### src/rtl/pattern_pwm_pkg.sv
// Shared types and helpers for the multi-channel pattern PWM generator.
package pattern_pwm_pkg;

   typedef enum logic {
      IDLE = 1'b0,
      RUN  = 1'b1
   } pwm_state_e;

   function automatic int idx_width(input int pat_width);
      return (pat_width > 2) ? $clog2(pat_width) : 1;
   endfunction

endpackage

### src/rtl/pattern_pwm_ch.sv
// Single-channel pattern serialiser: latched config, hold/index/repeat counters.
//
// state | meaning
// IDLE  | output parked at latched idle level, waiting for a start strobe
// RUN   | shifting the latched pattern out, busy high
module pattern_pwm_ch
   import pattern_pwm_pkg::*;
#(
   parameter int PAT_W  = 16,
   parameter int HOLD_W = 8,
   parameter int RPT_W  = 4
) (
   input  logic              clk,
   input  logic              rst_n,
   input  logic              pwm_en,
   input  logic              abort,
   input  logic [HOLD_W-1:0] duty_num,
   input  logic [RPT_W-1:0]  rpt_num,
   input  logic [PAT_W-1:0]  pat,
   input  logic              lsb_first,
   input  logic              idle_lvl,
   output logic              pwm_out,
   output logic              busy,
   output logic              valid
);

   localparam int IDX_W = idx_width(PAT_W);
   localparam logic [IDX_W-1:0] IDX_LAST = IDX_W'(PAT_W - 1);

   pwm_state_e        state_q, state_d;
   logic [PAT_W-1:0]  pat_q, pat_d;
   logic [HOLD_W-1:0] duty_q, duty_d;
   logic [HOLD_W-1:0] hold_q, hold_d;
   logic [IDX_W-1:0]  idx_q, idx_d;
   logic [RPT_W-1:0]  rpt_q, rpt_d;
   logic              lsb_q, lsb_d;
   logic              idle_q, idle_d;
   logic              pwm_q, pwm_d;
   logic              busy_q, busy_d;
   logic              valid_q, valid_d;

   function automatic logic pat_bit(input logic [PAT_W-1:0] p,
                                    input logic [IDX_W-1:0] i,
                                    input logic             lsb);
      logic [IDX_W-1:0] sel;
      sel = lsb ? i : (IDX_LAST - i);
      return p[sel];
   endfunction

   // Hold and repeat are down-counters loaded from the latched maxima; index counts up
   // because it directly selects the pattern bit.
   always_comb begin
      state_d = state_q;
      pat_d   = pat_q;
      duty_d  = duty_q;
      hold_d  = hold_q;
      idx_d   = idx_q;
      rpt_d   = rpt_q;
      lsb_d   = lsb_q;
      idle_d  = idle_q;
      pwm_d   = pwm_q;
      busy_d  = busy_q;
      valid_d = 1'b0;
      case (state_q)
         IDLE: begin
            pwm_d  = idle_q;
            busy_d = 1'b0;
            if (pwm_en && !abort) begin
               state_d = RUN;
               pat_d   = pat;
               duty_d  = duty_num;
               hold_d  = duty_num;
               rpt_d   = rpt_num;
               lsb_d   = lsb_first;
               idle_d  = idle_lvl;
               idx_d   = '0;
               busy_d  = 1'b1;
               pwm_d   = pat_bit(pat, '0, lsb_first);
            end
         end
         RUN: begin
            if (abort) begin
               state_d = IDLE;
               busy_d  = 1'b0;
               pwm_d   = idle_q;
            end else if (hold_q != '0) begin
               hold_d = hold_q - 1'b1;
            end else begin
               hold_d = duty_q;
               if (idx_q == IDX_LAST) begin
                  if (rpt_q == '0) begin
                     state_d = IDLE;
                     busy_d  = 1'b0;
                     valid_d = 1'b1;
                     pwm_d   = idle_q;
                  end else begin
                     rpt_d = rpt_q - 1'b1;
                     idx_d = '0;
                     pwm_d = pat_bit(pat_q, '0, lsb_q);
                  end
               end else begin
                  idx_d = idx_q + 1'b1;
                  pwm_d = pat_bit(pat_q, idx_d, lsb_q);
               end
            end
         end
         default: state_d = IDLE;
      endcase
   end

   always_ff @(posedge clk or negedge rst_n) begin
      if (!rst_n) begin
         state_q <= IDLE;
         pat_q   <= '0;
         duty_q  <= '0;
         hold_q  <= '0;
         idx_q   <= '0;
         rpt_q   <= '0;
         lsb_q   <= 1'b0;
         idle_q  <= 1'b0;
         pwm_q   <= 1'b0;
         busy_q  <= 1'b0;
         valid_q <= 1'b0;
      end else begin
         state_q <= state_d;
         pat_q   <= pat_d;
         duty_q  <= duty_d;
         hold_q  <= hold_d;
         idx_q   <= idx_d;
         rpt_q   <= rpt_d;
         lsb_q   <= lsb_d;
         idle_q  <= idle_d;
         pwm_q   <= pwm_d;
         busy_q  <= busy_d;
         valid_q <= valid_d;
      end
   end

   assign pwm_out = pwm_q;
   assign busy    = busy_q;
   assign valid   = valid_q;

endmodule

### src/rtl/pattern_pwm_mc.sv
// Multi-channel pattern PWM generator: independent channel engines on flattened buses.
module pattern_pwm_mc
   import pattern_pwm_pkg::*;
#(
   parameter int _PAT_WIDTH  = 16,
   parameter int _CH_NUM     = 2,
   parameter int _HOLD_WIDTH = 8,
   parameter int _RPT_WIDTH  = 4
) (
   input  logic                            clk,
   input  logic                            rst_n,
   input  logic [_CH_NUM-1:0]              pwm_en,
   input  logic [_CH_NUM-1:0]              abort,
   input  logic [_CH_NUM*_HOLD_WIDTH-1:0]  duty_num,
   input  logic [_CH_NUM*_RPT_WIDTH-1:0]   rpt_num,
   input  logic [_CH_NUM*_PAT_WIDTH-1:0]   PAT,
   input  logic [_CH_NUM-1:0]              lsb_first,
   input  logic [_CH_NUM-1:0]              idle_lvl,
   output logic [_CH_NUM-1:0]              pwm_out,
   output logic [_CH_NUM-1:0]              busy,
   output logic [_CH_NUM-1:0]              valid
);

   for (genvar g = 0; g < _CH_NUM; g++) begin : g_ch
      pattern_pwm_ch #(
         .PAT_W  (_PAT_WIDTH),
         .HOLD_W (_HOLD_WIDTH),
         .RPT_W  (_RPT_WIDTH)
      ) u_ch (
         .clk       (clk),
         .rst_n     (rst_n),
         .pwm_en    (pwm_en[g]),
         .abort     (abort[g]),
         .duty_num  (duty_num[g*_HOLD_WIDTH +: _HOLD_WIDTH]),
         .rpt_num   (rpt_num[g*_RPT_WIDTH +: _RPT_WIDTH]),
         .pat       (PAT[g*_PAT_WIDTH +: _PAT_WIDTH]),
         .lsb_first (lsb_first[g]),
         .idle_lvl  (idle_lvl[g]),
         .pwm_out   (pwm_out[g]),
         .busy      (busy[g]),
         .valid     (valid[g])
      );
   end

endmodule
### config.mk
export PLATFORM = sky130hd
export DESIGN_NAME = pattern_pwm_mc
export DESIGN_NICKNAME = d
export VERILOG_FILES = /design/src/rtl/pattern_pwm_pkg.sv /design/src/rtl/pattern_pwm_ch.sv /design/src/rtl/pattern_pwm_mc.sv
export SDC_FILE = /design/constraint.sdc
export NUM_CORES = 1
export LEC_CHECK = 0
export BUFFER_PORTS_ARGS = -buffer_cell sky130_fd_sc_hd__clkbuf_2
export CORE_MARGIN = 8
export CORE_UTILIZATION = 25
export DETAILED_ROUTE_END_ITERATION = 10
export HOLD_SLACK_MARGIN = 0.02
export SKIP_CTS_REPAIR_TIMING = 1
export SYNTH_ARGS = -nofsm -noshare
export SYNTH_HDL_FRONTEND = slang
export SYNTH_SLANG_ARGS = --single-unit
export TNS_END_PERCENT = 20
### constraint.sdc
create_clock -name clk -period 3.1 [get_ports clk]
set_input_delay 0.31 -clock clk [delete_from_list [all_inputs] [get_ports clk]]
set_output_delay 0.31 -clock clk [all_outputs]
set_load 0.01 [all_outputs]
==> flow_summary.toml, run 1 <==
[sta]
skew_ns = 0.00876
relSlewSlack_pct = 50.5
max_freq_mhz = 418
worst_pin_slew_ns = 0.735
hold_viol_final = 0
min_period_over_period_pct = 77.1
min_period_ns = 2.39
setup_violations = 0
maxSlewViolCount = 0
setup-tns-final_ns = 0
rsz0062_at_grt = "no"

[final_layout]
fin_util_pct = 30.0
final_nets = 614
final_area_um2 = 6300
drive_gt1_share_pct = 34.1
finalNonFillerCells = 820
antenna_cells = 0
seqCellArea_um2 = 2300
multi_input_area_um2 = 2830
area_delta_synth_final_pct = 17.4
fillCellCount = 2177

[place]
place_area_um2 = 5980
dpl.cell_count = 803
portBuffers = 71
gp_congestion = 0.825
dp_hpwl_um = 9540

[synth]
synthArstFlopShare_pct = 100
synth-edff-count = 0
netlist_top_cells_area = "dfrtp_1, mux2_2, mux4_2"
netlist_area_um2 = 5370
syn_inst = 483
synth.distinct_cells = 60
synth_most_common_cell = "dfrtp_1"
ys_ff_latch = 92
netlist_top_cells_count = "dfrtp_1, mux2_2, a21oi_1, nor2_1, nand2_1"
avgSynthCellArea_um2 = 11.1
ys.warnings.count = 0
synth_nets = 557
synth_top_cell_by_area = "dfrtp_1"
ys.flop_type = "dfrtp_1"
synth_top_area_share_pct = 42.9
ys_seq_area_share_pct = 42.9

[setup_path]
crit_path_start_kind = "flip-flop"
cp_data_arrival_time_ns = 2.61
crit_chain = "inv_1 -> ha_1 -> or3b_2 -> nor3_4 -> a31oi_4 -> or2_4 -> o311a_1"
crit_slowest_cell = "or3b_2"
slowest_delay_ns = 0.54
crit_type = "reg -> reg"
path_max_fanout = 6
required_ns = 3.32
worstSetupEndpointType = "flip-flop"

[route]
via_count = 4006
top_layer = "met4"
route.met3.wl_um = 554
route.detailed.drc = 0
drt_first_pass_iters = 4
wl_um = 13000
vias_per_cell = 4.89
wl_per_cell_um = 15.8
antenna_left = 0
dr.first_iter.drc_count = 172
met1Wirelength_um = 5980
wl_met2_um = 6310

[power]
leakage_nw = 2.60
ir_worst_vdd_uv = 284
powerDensity_nw_per_um2 = 608
finalPower_mw = 3.83

[clock_tree]
cts.path.max_buffers = 2
htreeDepth = 3
clk_pin_slew_worst_paths_ns = 0.07
insertion_delay_ns = 0.34
numCtsBuffers = 9
root_buffer = "clkbuf_16"
cts_tree = "yes"
cts_sinks = 92

[floorplanning]
die-height_um = 163
die-area_um2 = 26400
rows = 53
start_util_pct = 25.5
die_x_um = 163
io_pins = 72
core_area_um2 = 21000

[global_routing]
globalRouteTotalUtil_pct = 10.2
overflow = 0
antenna_found_initial = 0
grt_pass1_vias = 4121
grt_pass1_wl_um = 21900
grt_max_degree = 57

[min_path]
min_path_type = "in -> reg"

[status]
status = "finished clean"

[run]
max_cap_viol_count = 0
## stage by stage
step / hold slack (ns) / worst slack [ns]
6_report: 0.196 / 0.710
5_1_grt: 0.181 / 0.570
4_1_cts: -0.0605 / 0.716
3_5_place_dp: 0.322 / 0.723
3_3_place_gp: 0.326 / 0.773
2_1_floorplan: 0.0144 / 0.900
## worst paths after layout
kind | end | depth (start not counted) | from | slack (ns)
max | g_ch[0].u_ch.rpt_q[3]$_DFFE_PN0P_ | 7 | g_ch[0].u_ch.hold_q[0]$_DFFE_PN0P_ | 0.71
min | g_ch[0].u_ch.pat_q[7]$_DFFE_PN0P_ | 2 | PAT[7] | 0.20
max reg2reg | g_ch[0].u_ch.rpt_q[3]$_DFFE_PN0P_ | 7 | g_ch[0].u_ch.hold_q[0]$_DFFE_PN0P_ | 0.71
min reg2reg | g_ch[0].u_ch.duty_q[1]$_DFFE_PN0P_ | 1 | g_ch[0].u_ch.duty_q[1]$_DFFE_PN0P_ | 0.50
max in group asynchronous | g_ch[1].u_ch.pat_q[9]$_DFFE_PN0P_ | 3 | rst_n | 1.95
min in group asynchronous | g_ch[0].u_ch.duty_q[4]$_DFFE_PN0P_ | 2 | rst_n | 0.47
## flip-flops by register name, indices dropped and copies added (netlist names)
name and count:
g_ch.u_ch.hold_q 16, g_ch.u_ch.state_q 2, g_ch.u_ch.pat_q 32, g_ch.u_ch.rpt_q 8, g_ch.u_ch.lsb_q 2, g_ch.u_ch.idle_q 2
g_ch.u_ch.valid 2, g_ch.u_ch.busy 2, g_ch.u_ch.idx_q 8, g_ch.u_ch.pwm_out 2, g_ch.u_ch.duty_q 16
## critical path, delay by kind of cell, from the launching register on
| kind | cells | cell delay, ns |
|---|---|---|
| compound gates | 2 | 0.43 |
| fa+ha+maj | 1 | 0.21 |
| buf+inv | 1 | 0.12 |
| flops | 1 | 0.39 |
| simple gates | 3 | 1.12 |
## final cells by class
class,count,area share (%)
Clock buffer,11,4.01
Tap cell,275,5.46
Inverter,16,0.953
Sequential cell,92,36.5
Multi-Input combinational cell,339,44.9
Timing Repair Buffer,82,7.22
Clock inverter,5,0.953
## where the power goes
part	internal, mW	total, mW	switching (mW)
clock	0.671	1.15	0.479
combinational	0.560	0.984	0.424
sequential	1.43	1.70	0.266
total	2.66	3.83	1.17
## cell usage in the layout (no fill, tap or decap), types with 3 or more instances in the layout
cell,n
or3b_2,4
nor3b_1,6
mux2i_1,13
nand2_1,19
o21ai_0,18
a21oi_1,30
mux4_2,18
clkbuf_2,70
nand2b_1,7
o31ai_1,4
o32ai_1,3
xor2_1,5
nor3_1,11
inv_1,14
o21bai_1,3
o211ai_1,4
o22a_1,9
buf_4,10
nor2b_1,4
ha_1,8
a22o_1,4
mux2_2,57
clkbuf_16,9
a31oi_1,8
a211oi_1,3
dfrtp_1,92
nor2_1,26
o22ai_1,12
xnor2_1,9
a221oi_1,5
nand3_1,11
## per-layer routing
metal / global-route usage [%] / vias up
met5: 0 / -
met4: 2.50 / 0
met3: 2.81 / 11
met2: 17.0 / 83
met1: 12.7 / 1979
li1: - / 1933
## logic make-up (layout without fill, tap and decap cells)
kind of cell | Yosys count | after routing | synth area share, %
buffers and inverters | 52 | 114 | 4.54
AOI/OAI and AO/OA | 119 | 119 | 15.1
xor gates and xnor gates | 14 | 14 | 2.28
muxes | 88 | 88 | 21.9
and+or+nand+nor | 110 | 110 | 11.4
adders and majority gates | 8 | 8 | 1.86
DFF | 92 | 92 | 42.9
Power figures use the tool's default switching activity.
==> inputs of run 2 (changes only) <==
--- a/config.mk
+++ b/config.mk
@@ -5,6 +5,7 @@
 export SDC_FILE = /design/constraint.sdc
 export NUM_CORES = 1
 export LEC_CHECK = 0
+export ABC_AREA = 1
 export BUFFER_PORTS_ARGS = -buffer_cell sky130_fd_sc_hd__clkbuf_2
 export CORE_MARGIN = 8
 export CORE_UTILIZATION = 25
==> constraint.sdc (replaced) <==
create_clock -name clk -period 2.4 [get_ports clk]
set_input_delay 0.24 -clock clk [delete_from_list [all_inputs] [get_ports clk]]
set_output_delay 0.24 -clock clk [all_outputs]
set_load 0.01 [all_outputs]
==> flow_summary.toml, run 2 <==
[setup_path]
path_max_fanout = 8
worstSetupEndpointType = "flip-flop"
crit_path_start_kind = "flip-flop"
required_ns = 2.64
cp_data_arrival_time_ns = 2.14
crit_type = "reg -> reg"

[status]
status = "finished clean"

[synth]
synth_top_area_share_pct = 45.5
synth-edff-count = 0
syn_inst = 678
netlist_area_um2 = 5060
synth_most_common_cell = "nand2_1"
ys.warnings.count = 0
synth_nets = 752
netlist_top_cells_area = "dfrtp_1, nand2_1, o21ai_0"
synthArstFlopShare_pct = 100
ys_ff_latch = 92
avgSynthCellArea_um2 = 7.47
ys_seq_area_share_pct = 45.5
synth.distinct_cells = 35
netlist_top_cells_count = "nand2_1, inv_1, dfrtp_1, o21ai_0, nand3_1"
synth_top_cell_by_area = "dfrtp_1"
ys.flop_type = "dfrtp_1"

[final_layout]
drive_gt1_share_pct = 15.4
regMostFlops = "g_ch.u_ch.pat_q"
final_nets = 821
final_cell_mix = "nand2_1, inv_1, dfrtp_1"
area_delta_synth_final_pct = 20.1
reg_top3 = "g_ch.u_ch.pat_q x32, g_ch.u_ch.duty_q x16, g_ch.u_ch.hold_q x16"
largest_reg_flops = 32
mostFrequentLayoutCell = "nand2_1"
antenna_cells = 0

[min_path]
min_path_type = "in -> reg"

[global_routing]
globalRouteTotalUtil_pct = 10.8
grt_pass1_wl_um = 21400
grt_pass1_vias = 4408
overflow = 0
grt_max_degree = 58
antenna_found_initial = 3

[route]
wl_per_cell_um = 12.6
vias_per_cell = 4.40
antenna_left = 0
dr.first_iter.drc_count = 229
route.detailed.drc = 0
wl_um = 12900
via_count = 4501
drt_first_pass_iters = 5

[clock_tree]
cts_sinks = 92
insertion_delay_ns = 0.35
htreeDepth = 3
root_buffer = "clkbuf_16"
numCtsBuffers = 9
cts_tree = "yes"
clk_pin_slew_worst_paths_ns = 0.07
cts.path.max_buffers = 2

[floorplanning]
rows = 52
die-height_um = 158
io_pins = 72
die_x_um = 158
die-area_um2 = 25100
core_area_um2 = 20000
start_util_pct = 25.3

[sta]
maxSlewViolCount = 0
max_freq_mhz = 529
min_period_over_period_pct = 78.8
relSlewSlack_pct = 66.7
rsz0062_at_grt = "no"
hold_viol_final = 0
fin_hold_ws_ns = 0.0822
worst_pin_slew_ns = 0.499
setup-tns-final_ns = 0
setup_violations = 0
skew_ns = 0.00758
min_period_ns = 1.89

[place]
portBuffers = 71
dp_hpwl_um = 9550
gp_congestion = 0.827

[power]
ir_worst_vdd_uv = 262
leakage_nw = 3.00
powerDensity_nw_per_um2 = 851

[run]
max_cap_viol_count = 0
## run 2: report_power, final
group	internal [mW]	switching [mW]
registers	1.88	0.202
clock network	0.995	0.609
logic	0.562	0.925
total	3.44	1.74
## run 2: layout make-up
| cell class | instances | area (um^2) |
|---|---|---|
| multi-input cells | 465 | 2270 |
| clock inverters | 4 | 70.1 |
| clock buffers | 12 | 267 |
| inverters | 95 | 357 |
| flip-flops and latches | 92 | 2300 |
| fillers | 2203 | 14000 |
| well taps | 270 | 338 |
| repair buffers | 84 | 470 |
## run 2: cells by family (layout without fill, tap and decap cells)
| group | count (synthesis) | after routing | synth area share [%] |
|---|---|---|---|
| adder cells (fa/ha/maj) | 8 | 8 | 1.98 |
| flip-flops | 92 | 92 | 45.5 |
| AO/OA/AOI/OAI | 138 | 138 | 15.8 |
| AND/OR/NAND/NOR | 309 | 309 | 25.4 |
| multiplexers | 1 | 1 | 0.222 |
| buffers and inverters | 121 | 195 | 9.59 |
| XOR/XNOR | 9 | 9 | 1.56 |
## run 2: worst paths after layout
kind	startpoint	to	slack (ns)	cells after the start
min in group asynchronous	rst_n	g_ch[0].u_ch.pat_q[12]$_DFFE_PN0P_	0.40	2
setup / recovery	g_ch[1].u_ch.hold_q[0]$_DFFE_PN0P_	g_ch[1].u_ch.rpt_q[2]$_DFFE_PN0P_	0.51	11
hold reg to reg	g_ch[1].u_ch.duty_q[1]$_DFFE_PN0P_	g_ch[1].u_ch.duty_q[1]$_DFFE_PN0P_	0.47	2
hold / removal	idle_lvl[0]	g_ch[0].u_ch.idle_q$_DFFE_PN0P_	0.08	3
max in group asynchronous	rst_n	g_ch[1].u_ch.duty_q[0]$_DFFE_PN0P_	1.31	3
setup reg to reg	g_ch[1].u_ch.hold_q[0]$_DFFE_PN0P_	g_ch[1].u_ch.rpt_q[2]$_DFFE_PN0P_	0.51	11
## run 2: critical path: stages, from the launching register on
cell and delay (ns):
dfrtp_1 0.40, inv_1 0.11, ha_1 0.16, nand3_1 0.12
nor2_4 0.18, nor2_1 0.07, nor2_1 0.14, inv_1 0.10
a211oi_4 0.29, o21ai_1 0.11, nand2_1 0.07, nand2_1 0.04
## run 2: metal layers
| metal | vias up | wire length [um] | track usage, % | share of wire [%] |
|---|---|---|---|---|
| met5 | - | 40 | 0 | 0.31 |
| met4 | 6 | 207 | 4.00 | 1.6 |
| met3 | 18 | 1100 | 4.34 | 8.5 |
| met2 | 89 | 5420 | 15.6 | 42 |
| met1 | 2067 | 6160 | 14.1 | 48 |
| li1 | 2321 | - | - | - |
## run 2: per-stage QoR
stage | cell area, um^2 | util (%) | total power [mW] | instances | worst slack, ns
CTS | 6070 | 30.3 | 5.25 | 1021 | 0.493
finish | 6080 | 30.3 | 5.17 | 1022 | 0.509
detailed placement | 5730 | 28.6 | 3.61 | 1005 | 0.500
floorplan | 5060 | - | 3.18 | 678 | 0.718
global placement | 5730 | 28.6 | 3.58 | 1005 | 0.556
global route | 6080 | 30.3 | 5.58 | 1022 | 0.278
